$ cat src/rtl/cache_nway_wb_pkg.sv
// Shared LC-3b memory types, cache FSM states and word helpers for 128-bit lines.
// No state: pure types and combinational functions.
package lc3b_types;
  typedef logic [15:0]  lc3b_word;
  typedef logic [127:0] lc3b_block;
  typedef logic [1:0]   lc3b_mem_wmask;
  typedef logic [2:0]   lc3b_word_sel;

  typedef enum logic [1:0] {IDLE, COMPARE, WRITEBACK, ALLOCATE} cache_state_t;

  function automatic lc3b_word block_word(input lc3b_block blk, input lc3b_word_sel sel);
    return blk[{sel, 4'b0000} +: 16];
  endfunction

  function automatic lc3b_block block_merge(input lc3b_block blk, input lc3b_word_sel sel,
                                            input lc3b_word wdata, input lc3b_mem_wmask be);
    lc3b_block r;
    r = blk;
    if (be[0]) r[{sel, 4'b0000} +: 8] = wdata[7:0];
    if (be[1]) r[{sel, 4'b1000} +: 8] = wdata[15:8];
    return r;
  endfunction
endpackage

$ cat src/rtl/cache_nway_wb_lru_ages.sv
// True-LRU age array per set: hit way goes to age 0, younger ways age by one; victim is age WAYS-1.
// Registered update, combinational victim read; never stalls.
module cache_lru_ages #(
  parameter int WAYS = 2,
  parameter int SETS = 8
) (
  input  logic                    clk,
  input  logic                    reset,
  input  logic [$clog2(SETS)-1:0] idx,
  input  logic                    upd,
  input  logic [$clog2(WAYS)-1:0] upd_way,
  output logic [$clog2(WAYS)-1:0] victim
);
  localparam int AGE_W = $clog2(WAYS);

  logic [AGE_W-1:0] age [SETS][WAYS];
  logic [AGE_W-1:0] hit_age;

  assign hit_age = age[idx][upd_way];

  always_ff @(posedge clk) begin
    if (reset) begin
      for (int s = 0; s < SETS; s++)
        for (int w = 0; w < WAYS; w++)
          age[s][w] <= AGE_W'(w);
    end else if (upd) begin
      for (int w = 0; w < WAYS; w++) begin
        if (AGE_W'(w) == upd_way)
          age[idx][w] <= '0;
        else if (age[idx][w] < hit_age)
          age[idx][w] <= age[idx][w] + 1'b1;
      end
    end
  end

  always_comb begin
    victim = '0;
    for (int w = 0; w < WAYS; w++)
      if (age[idx][w] == AGE_W'(WAYS - 1)) victim = AGE_W'(w);
  end
endmodule

$ cat src/rtl/cache_nway_wb.sv
// N-way write-back/write-allocate LC-3b cache; CACHE_PERF_CNT_EN enables hit/miss counters.
// Hit responds 1 cycle after IDLE sees the request; misses add write-back/fill latency; CPU and pmem requests are level-held.
module cache_nway_wb
  import lc3b_types::*;
#(
  parameter int WAYS = 2,
  parameter int SETS = 8
) (
  input  logic          clk,
  input  logic          reset,
  input  logic [15:0]   mem_address,
  input  logic          mem_read,
  input  logic          mem_write,
  input  logic [1:0]    mem_byte_enable,
  input  logic [15:0]   mem_wdata,
  output logic [15:0]   mem_rdata,
  output logic          mem_resp,
  output logic [15:0]   pmem_address,
  output logic          pmem_read,
  output logic          pmem_write,
  output logic [127:0]  pmem_wdata,
  input  logic [127:0]  pmem_rdata,
  input  logic          pmem_resp,
  output logic [15:0]   hit_count,
  output logic [15:0]   miss_count
);
  localparam int IDX_W = $clog2(SETS);
  localparam int TAG_W = 12 - IDX_W;
  localparam int WAY_W = $clog2(WAYS);

  cache_state_t     state;
  logic [WAY_W-1:0] victim, victim_c, lru_way, hit_way;
  logic             hit, lru_upd;
  logic [IDX_W-1:0] idx;
  logic [TAG_W-1:0] tag;
  lc3b_word_sel     word_sel;
  logic             unused_bit;

  logic             valid [SETS][WAYS];
  logic             dirty [SETS][WAYS];
  logic [TAG_W-1:0] tags  [SETS][WAYS];
  lc3b_block        data  [SETS][WAYS];

  assign idx        = mem_address[4 +: IDX_W];
  assign tag        = mem_address[15 -: TAG_W];
  assign word_sel   = mem_address[3:1];
  assign unused_bit = mem_address[0];

  // Descending scan so the lowest matching way wins.
  always_comb begin
    hit     = 1'b0;
    hit_way = '0;
    for (int w = WAYS - 1; w >= 0; w--)
      if (valid[idx][w] && tags[idx][w] == tag) begin
        hit     = 1'b1;
        hit_way = WAY_W'(w);
      end
  end

  always_comb begin
    victim_c = lru_way;
    for (int w = WAYS - 1; w >= 0; w--)
      if (!valid[idx][w]) victim_c = WAY_W'(w);
  end

  assign lru_upd   = (state == COMPARE) && hit;
  assign mem_resp  = lru_upd;
  assign mem_rdata = lru_upd ? block_word(data[idx][hit_way], word_sel) : '0;

  cache_lru_ages #(.WAYS(WAYS), .SETS(SETS)) u_lru (
    .clk     (clk),
    .reset   (reset),
    .idx     (idx),
    .upd     (lru_upd),
    .upd_way (hit_way),
    .victim  (lru_way)
  );

  always_ff @(posedge clk) begin
    if (reset) begin
      state        <= IDLE;
      victim       <= '0;
      pmem_read    <= 1'b0;
      pmem_write   <= 1'b0;
      pmem_address <= '0;
      pmem_wdata   <= '0;
      for (int s = 0; s < SETS; s++)
        for (int w = 0; w < WAYS; w++) begin
          valid[s][w] <= 1'b0;
          dirty[s][w] <= 1'b0;
        end
    end else begin
      case (state)
        IDLE: if (mem_read || mem_write) state <= COMPARE;
        COMPARE: begin
          if (hit) begin
            state <= IDLE;
            if (mem_write && mem_byte_enable != 2'b00) dirty[idx][hit_way] <= 1'b1;
          end else begin
            victim <= victim_c;
            if (valid[idx][victim_c] && dirty[idx][victim_c]) begin
              state        <= WRITEBACK;
              pmem_write   <= 1'b1;
              pmem_address <= {tags[idx][victim_c], idx, 4'b0000};
              pmem_wdata   <= data[idx][victim_c];
            end else begin
              state        <= ALLOCATE;
              pmem_read    <= 1'b1;
              pmem_address <= {tag, idx, 4'b0000};
            end
          end
        end
        WRITEBACK: if (pmem_resp) begin
          state        <= ALLOCATE;
          pmem_write   <= 1'b0;
          pmem_read    <= 1'b1;
          pmem_address <= {tag, idx, 4'b0000};
        end
        ALLOCATE: if (pmem_resp) begin
          state                <= COMPARE;
          pmem_read            <= 1'b0;
          valid[idx][victim]   <= 1'b1;
          dirty[idx][victim]   <= 1'b0;
        end
      endcase
    end
  end

  // Tag and data storage is deliberately left unreset.
  always_ff @(posedge clk) begin
    if (!reset) begin
      if (state == COMPARE && hit && mem_write)
        data[idx][hit_way] <= block_merge(data[idx][hit_way], word_sel, mem_wdata, mem_byte_enable);
      if (state == ALLOCATE && pmem_resp) begin
        data[idx][victim] <= pmem_rdata;
        tags[idx][victim] <= tag;
      end
    end
  end

`ifdef CACHE_PERF_CNT_EN
  logic filled;

  // filled marks the COMPARE that follows a fill so its completion is not counted as a hit.
  always_ff @(posedge clk) begin
    if (reset) begin
      filled     <= 1'b0;
      hit_count  <= '0;
      miss_count <= '0;
    end else begin
      filled <= (state == ALLOCATE && pmem_resp) || (filled && state != COMPARE);
      if (state == COMPARE && hit && !filled && hit_count != 16'hFFFF)
        hit_count <= hit_count + 16'd1;
      if (state == COMPARE && !hit && miss_count != 16'hFFFF)
        miss_count <= miss_count + 16'd1;
    end
  end
`else
  assign hit_count  = '0;
  assign miss_count = '0;
`endif
endmodule

$ cat config.mk
export PLATFORM = sky130hd
export DESIGN_NAME = cache_nway_wb
export DESIGN_NICKNAME = d
export VERILOG_FILES = /design/src/rtl/cache_nway_wb_pkg.sv /design/src/rtl/cache_nway_wb_lru_ages.sv /design/src/rtl/cache_nway_wb.sv
export SDC_FILE = /design/constraint.sdc
export NUM_CORES = 2
export LEC_CHECK = 0
export ABC_AREA = 0
export ABC_CLOCK_PERIOD_IN_PS = 13620
export BUFFER_PORTS_ARGS = -buffer_cell sky130_fd_sc_hd__buf_2
export CAP_MARGIN = 5
export CELL_PAD_IN_SITES_DETAIL_PLACEMENT = 1
export CELL_PAD_IN_SITES_GLOBAL_PLACEMENT = 1
export CORE_MARGIN = 2
export CORE_UTILIZATION = 25
export DETAILED_ROUTE_END_ITERATION = 6
export PLACE_DENSITY_LB_ADDON = 0.3
export RECOVER_POWER = 100
export SLEW_MARGIN = 20
export SYNTH_ARGS = -nofsm -noshare
export SYNTH_HDL_FRONTEND = slang
export SYNTH_SLANG_ARGS = --single-unit
$ cat constraint.sdc
create_clock -name clk -period 13.62 [get_ports clk]
set_input_delay 2.043 -clock clk [delete_from_list [all_inputs] [get_ports clk]]
set_output_delay 2.043 -clock clk [all_outputs]
set_load 0.01 [all_outputs]
=== Word-level counts from Yosys, hierarchy flattened ===
Memory sizes are Yosys's and may differ from the RTL's.
Index checks and enable logic that the tools add are counted.

* $add $sub $neg: 4
* Order comparisons: 7
* Equality and inequality tests: 11
* Shifts and indexed selects: 5
* Mux-type cells: 366
* Bitwise logic cells: 264
* Reductions and logical operators: 23

{| class="wikitable"
|+ Operator list
! cell !! count
|-
| 128-bit 2-to-1 mux || 14
|-
| 256-bit 2-to-1 mux || 2
|-
| 1-bit 2-to-1 mux || 315
|-
| 1-bit OR || 260
|-
| 128-bit bitwise mux || 2
|-
| 128-bit demux with 1-bit select || 2
|-
| 8-bit by 9-bit variable shift with 128-bit output (first input constant) || 2
|-
| 8-bit by 9-bit indexed part select with 128-bit output || 2
|-
| 128-bit by 8-bit indexed part select with 16-bit output || 1
|-
| 16-bit 2-to-1 mux || 4
|-
| 9-bit 2-to-1 mux || 4
|-
| 16-bit one-hot mux with 2 select lines || 1
|-
| 2-bit 2-to-1 mux || 12
|-
| 9-bit == test || 2
|-
| 18-bit 2-to-1 mux || 1
|-
| 7-bit negation with 9-bit output || 2
|-
| 2-bit inequality test (second input constant) || 6
|-
| 9-bit demux with 1-bit select || 1
|-
| 1-bit logical AND || 9
|-
| 3-bit 2-to-1 mux || 3
|-
| 3-bit AND reduction || 3
|-
| 2-bit one-hot mux with 4 select lines || 1
|-
| 2-bit greater-or-equal comparator (second input constant) || 3
|-
| 1-bit NOT with 2-bit output || 3
|-
| other kinds (17) || 25
|}

* Flip-flop bits (word level): 149
* Memory bits (writable): 2,240
* Input port bits: 167
* Output and inout bits: 195
* Logic and storage cells: 691
* Memories: 5

{| class="wikitable"
|+ Memory list
! name !! depth !! bits a word !! read ports !! clocked after Yosys merged registers in !! wr ports !! RTL line !! source
|-
| data || 8 || 256 || 1 || 0 || 1 || cache_nway_wb.sv:42 || <nowiki>lc3b_block data [SETS][WAYS];</nowiki>
|-
| tags || 8 || 18 || 1 || 0 || 1 || cache_nway_wb.sv:41 || <nowiki>logic [TAG_W-1:0] tags [SETS][WAYS];</nowiki>
|-
| dirty || 8 || 2 || 1 || 0 || 8 || cache_nway_wb.sv:40 || <nowiki>logic dirty [SETS][WAYS];</nowiki>
|-
| u_lru.age || 8 || 2 || 1 || 0 || 8 || cache_nway_wb_lru_ages.sv:16 || <nowiki>logic [AGE_W-1:0] age [SETS][WAYS];</nowiki>
|-
| valid || 8 || 2 || 1 || 0 || 8 || cache_nway_wb.sv:39 || <nowiki>logic valid [SETS][WAYS];</nowiki>
|}

=== Depth between registers and ports, before layout ===
An unclocked memory read counts as a cell.

* Word-level depth: 18
* Depth in mapped cells: 18
* Depth with buffers taken out: 10

=== By module ===
From an unflattened synthesis, not the netlist that was laid out.

* Cells, all modules: 6,517
* Area, all modules: 96,156.0 µm²

{| class="wikitable"
|+ Modules (own cells, without submodules)
! module !! instances !! cells each !! area an instance (µm²) !! seq. area each (µm²)
|-
| cache_nway_wb || 1 || 6,400 || 95,023.6 || 69,526.7
|-
| cache_lru_ages || 1 || 117 || 1,132.3 || 470.5
|}

=== Worst setup path before layout ===
OpenSTA, ideal clock, no wires.

* Kind: input to register
* Start point: in mem_address[4]
* End point: mem data[0][0] (netlist bit), enable pin
* Setup time: 0.617 ns
* Arrival time: 9.981 ns
* Required time: 13.003 ns
* Slack: 3.021 ns
* Cell stages on the path: 12
* Buffers on the path: 4
* Cells stage by stage: buf_6 -> buf_6 -> buf_6 -> buf_6 -> mux4_2 -> mux2i_1 -> xor2_1 -> o2111ai_1 -> and4bb_2 -> nor4_1 -> a21oi_1 -> nor2_1

* Longest elaborated chain between the ends: 12
* Elaborated cells between the ends (all ways): 21
* Classes of those cells: order compare (2); eq/ne (2); mux (8); bitwise (2); reduce/logical (5); memory (2)

{| class="wikitable"
|+ RTL lines
! what !! RTL line !! source
|-
| start: declaration || cache_nway_wb.sv:11 || <nowiki>input logic [15:0] mem_address,</nowiki>
|-
| memory read 8 x 18 bit || - ||
|-
| 9-bit == test || cache_nway_wb.sv:54 || <nowiki>if (valid[idx][w] && tags[idx][w] == tag) begin</nowiki>
|-
| 1-bit logical AND || cache_nway_wb.sv:54 ||
|-
| 1-bit 2-to-1 mux (2 in a row) || cache_nway_wb.sv:54 ||
|-
| 1-bit NOT with 2-bit output (implied by the code) || cache_nway_wb.sv:133 || <nowiki>data[idx][hit_way] <= block_merge(data[idx][hit_way], word_sel, mem_wdata, mem_byte_enable);</nowiki>
|-
| 2-bit greater-or-equal comparator (implied by the code) or 2-bit by 1-bit less-than comparator with 1-bit output (tied branches) || cache_nway_wb.sv:133 ||
|-
| 1-bit logical AND (implied by the code) || cache_nway_wb.sv:133 ||
|-
| 128-bit 2-to-1 mux (implied by the code) || cache_nway_wb.sv:133 ||
|-
| 128-bit demux with 1-bit select || cache_nway_wb.sv:133 ||
|-
| 256-bit 2-to-1 mux (implied by the code) || cache_nway_wb.sv:133 ||
|-
| 1-bit OR (no source line) || - ||
|-
| end: declaration || cache_nway_wb.sv:42 ||
|}

Several ways; a longest one is shown, not always the timed one.

=== Worst setup path in the final report ===
* Start point: in mem_address[4]
* End point: out mem_rdata[4]

* Longest elaborated chain between the ends: 11
* Elaborated cells between the ends (all ways): 17
* Classes of those cells: eq/ne (2); shift (1); mux (7); bitwise (1); reduce/logical (3); memory (3)

{| class="wikitable"
|+ RTL lines
! what !! RTL line !! source
|-
| memory read 8 x 18 bit || - ||
|-
| 9-bit == test || cache_nway_wb.sv:54 ||
|-
| 1-bit logical AND || cache_nway_wb.sv:54 ||
|-
| 1-bit 2-to-1 mux (2 in a row) || cache_nway_wb.sv:54 ||
|-
| 1-bit NOT with 2-bit output (implied by the code) || cache_nway_wb.sv:68 || <nowiki>assign mem_rdata = lru_upd ? block_word(data[idx][hit_way], word_sel) : '0;</nowiki>
|-
| 128-bit 2-to-1 mux (implied by the code) (3 in a row) || cache_nway_wb.sv:68 ||
|-
| 128-bit by 8-bit indexed part select with 16-bit output || cache_nway_wb_pkg.sv:12 || <nowiki>return blk[{sel, 4'b0000} +: 16];</nowiki>
|-
| 16-bit 2-to-1 mux (*) || cache_nway_wb.sv:68 ||
|-
| end: declaration || cache_nway_wb.sv:16 || <nowiki>output logic [15:0] mem_rdata,</nowiki>
|}

Mark *: on every way between the ends. The rest lies on a longest branch, timed or not. The select of a mux whose other input is x is not followed.

==> impl_metrics.toml <==
[outcome]
status = "finished, violations left"
violations = "max-capacitance violations, max-slew violations"

[grt]
antenna_found_initial = 64
grt_max_degree = 146
grt_pass1_vias = 63000
grt_usage_pct = 19.8
grt_pass1_wl_mm = 539
overflow = 0

[clocking]
clk_pin_slew_ns = 0.06
post_cts_buffers = 0
cts_tree = "built"
htreeDepth = 5
cts-root-buf = "clkbuf_16"
clock_path_buffers = 4
clock_sinks = 2385
cts-resized-gates = 0
numCtsBuffers = 271
clock_latency_ns = 0.92
hold_buffers = 0

[synthesis]
yosysUniqueCellTypes = 83
ys.flop_type = "edfxtp_1"
synthesis.area_sq_um = 95500
synth_area_leaders = "edfxtp_1 (70%), a22oi_1 (4.9%), dfxtp_1 (3.4%)"
async_flop_share_pct = 0
yosys_warnings = 0
ys_seq_elements = 2385
synth_largest_area_cell = "edfxtp_1"
seq_area_frac_synth_pct = 73.3
synth.top_cell.area_share_pct = 69.9
synth_edf_count = 2223
syn_area_per_cell_sq_um = 15.1
netlist_instances = 6332

[pwr]
powerDensity_nw_per_um2 = 148
intPower_mw = 12.7
clkPwrFrac_pct = 43.9
p_leak_nw = 34.9
switching_power_mw = 3.84
peakVddDrop_mv = 0.0862
seqPwrFrac_pct = 49.4
comb_power_share_pct = 6.7
power_mw = 16.5
switching_share_pct = 23.2

[layout]
drive_above_1_share_pct = 13.1
fin_util_pct = 29.4
nets = 6834
final_area_sq_um = 112000
area_growth_syn_to_layout_pct = 16.8
fin_cells = 11900

[placed_design]
post_dp_cell_area_sq_um = 103000
gp_congestion = 0.818
io_buffers = 324
dp_cells = 11400
dpl.hpwl_mm = 236
pre_cts_ws_ns = 3.11

[sta]
max_freq_mhz = 84.0
finalSetupTns_ns = 0
final-setup-viol-count = 0
hold_ws_ns = 0.453
drv_slew = 1812
max-slew-margin-rel_pct = -211
skew_ns = 0.0814
setup_ws_ns = 1.72
post-route-period-util_pct = 87.4
post-route-min-period_ns = 11.90
worstMarginPinSlew_ns = 4.67
rsz0062_at_grt = "no"
hold_viol = 0

[floorplanning]
initial_core_util_pct = 25.2
die-area_sq_um = 387000
io_pins = 362
rows = 226
core_area_sq_um = 380000
die_h_um = 622
die_w_um = 622

[setup_path]
timing.rr.start = "tags[5][10]$_DFFE_PP_"
critPathCaptureType = "output pin"
crit_path_top_delay_cell = "clkbuf_1"
cp_common_cell = "clkbuf_1"
rr_worst_depth = 10
startpoint_type = "input port"
crit_required_ns = 11.58
critPathArrivalTime_ns = 9.86
cp_max_fo = 44
reg2reg_slack_ns = 4.32
cp_slowest_stage_delay_ns = 1.29
path_class = "input port to output pin"
rr_endpoint = "data[5][135]$_DFFE_PP_"
path_cells = "buf_6, clkbuf_1, nor2b_1, a22oi_1, a21o_1, a221oi_1, and4_1, and2_4, clkbuf_1, buf_12, mux2_1, o22ai_1, a211oi_2, buf_2"
startpoint = "mem_address[4]"

[detailed_routing]
first_iter_violations = 6535
viasPerCell = 5.26
wl_met3_mm = 24.7
wire_per_inst_um = 33.2
drc = 0
dr_wl_met2_mm = 191
finalWirelength_mm = 395
firstDrtPassIters = 6
top_layer_used = "met5"
dr_total_vias = 62600
ant_nets = 0
wl_met1_mm = 156

[hold_path]
hp-class = "flip-flop to flip-flop"
hold_path_depth = 2
min_to = "pmem_wdata[58]$_SDFFE_PP0P_"
min_from = "pmem_wdata[58]$_SDFFE_PP0P_"

[flow_run]
maxCapViolations = 50
worst max-delay path by stage:
stage	to	slack, ns	cells past startpoint
5_1_grt	data[5][135]$_DFFE_PP_	1.51	12
4_1_cts	mem_rdata[6]	3.10	13
3_5_place_dp	mem_rdata[6]	3.11	13
3_3_place_gp	mem_rdata[6]	3.19	13
2_1_floorplan	data[0][0]$_DFFE_PP_	3.02	12
6_report	mem_rdata[4]	1.72	14
cells in the final DEF, fill, tap and decap left out, types with 16 or more instances in the layout:
cell	synthesis	routed
clkinv_1	1	38
and4_1	28	28
o21ai_0	70	69
mux2_1	10	67
a221o_1	20	20
edfxtp_1	2223	2223
a221oi_1	188	189
conb_1	1	36
nor2_1	531	517
nand4_1	70	70
clkinv_2	0	41
dfxtp_1	162	162
buf_12	0	23
o211ai_1	20	20
a211oi_1	38	38
o22ai_1	29	29
buf_2	31	160
mux4_2	59	59
mux2i_1	202	203
a22o_1	123	123
a21oi_1	493	493
or3_1	41	40
clkbuf_8	0	16
inv_1	61	59
bufinv_16	0	19
clkbuf_16	0	282
and3_1	92	91
nand3_1	73	72
clkbuf_1	335	273
nand2_1	313	311
o21bai_1	27	26
buf_4	42	105
a22oi_1	621	621
mux2_2	162	107
power groups by stage:
stage | Clock [mW] | Combinational, mW | Sequential (mW)
after floorplan | 0 | 0.607 | 8.31
after global placement | 0 | 1.08 | 8.31
after detailed placement | 0 | 1.11 | 8.31
after CTS | 7.36 | 1.11 | 8.15
after global routing | 7.64 | 1.18 | 8.15
final | 7.25 | 1.11 | 8.15
registers in the layout (all words and copies together), names as in the netlist:
| signal | count |
|---|---|
| dirty | 16 |
| pmem_wdata | 128 |
| data | 2048 |
| pmem_write | 1 |
| state | 2 |
| u_lru.age | 16 |
| pmem_read | 1 |
| valid | 16 |
| pmem_address | 12 |
| tags | 144 |
| victim | 1 |
layer usage:
| metal | GRT usage (%) | vias up |
|---|---|---|
| met5 | 0 | - |
| met4 | 9.70 | 32 |
| met3 | 3.08 | 673 |
| met2 | 33.4 | 2497 |
| met1 | 24.6 | 33700 |
| li1 | - | 25800 |
critical path, delay by kind of cell:
kind / cells / cell delay [ns]
buffers and inverters: 5 / 3.00
AND/OR/NAND/NOR: 3 / 2.46
AO/OA/AOI/OAI: 5 / 1.79
multiplexers: 1 / 0.32
kinds of logic (layout without fill, tap and decap cells):
kind of cell | count (synthesis) | in the layout | synth area share (%)
multiplexers | 437 | 437 | 5.61
AO/OA/AOI/OAI | 1704 | 1704 | 12.5
AND/OR/NAND/NOR | 1228 | 1228 | 5.87
adder cells (fa/ha/maj) | 11 | 11 | 0.144
flip-flops | 2385 | 2385 | 73.3
other | 1 | 51 | 0.00393
XOR/XNOR | 11 | 11 | 0.101
buffers and inverters | 555 | 1055 | 2.54
cell usage after synthesis (16+ instances only):
master	instances
o21ai_0	70
mux2i_1	202
nand3_1	73
dfxtp_1	162
inv_1	61
and4_1	28
buf_2	31
a22oi_1	621
or3_1	41
o211ai_1	20
nand2_1	313
nor2_1	531
a22o_1	123
nand4_1	70
buf_1	66
a211oi_1	38
a221oi_1	188
mux2_2	162
clkbuf_1	335
a221o_1	20
edfxtp_1	2223
o22ai_1	29
a21oi_1	493
nor3_1	16
buf_4	42
buf_6	19
and3_1	92
mux4_2	59
o21bai_1	27
final cells by class:
| class | count | area (sq um) |
|---|---|---|
| Sequential cell | 2385 | 70000 |
| Clock buffer | 366 | 7530 |
| Timing Repair Buffer | 509 | 2930 |
| Tap cell | 5016 | 6280 |
| Clock inverter | 118 | 1130 |
| Antenna cell | 15 | 37.5 |
| Multi-Input combinational cell | 3427 | 23400 |
| Fill cell | 40100 | 268000 |
| Inverter | 62 | 233 |
Note: power is estimated with default switching activity, not from simulation.
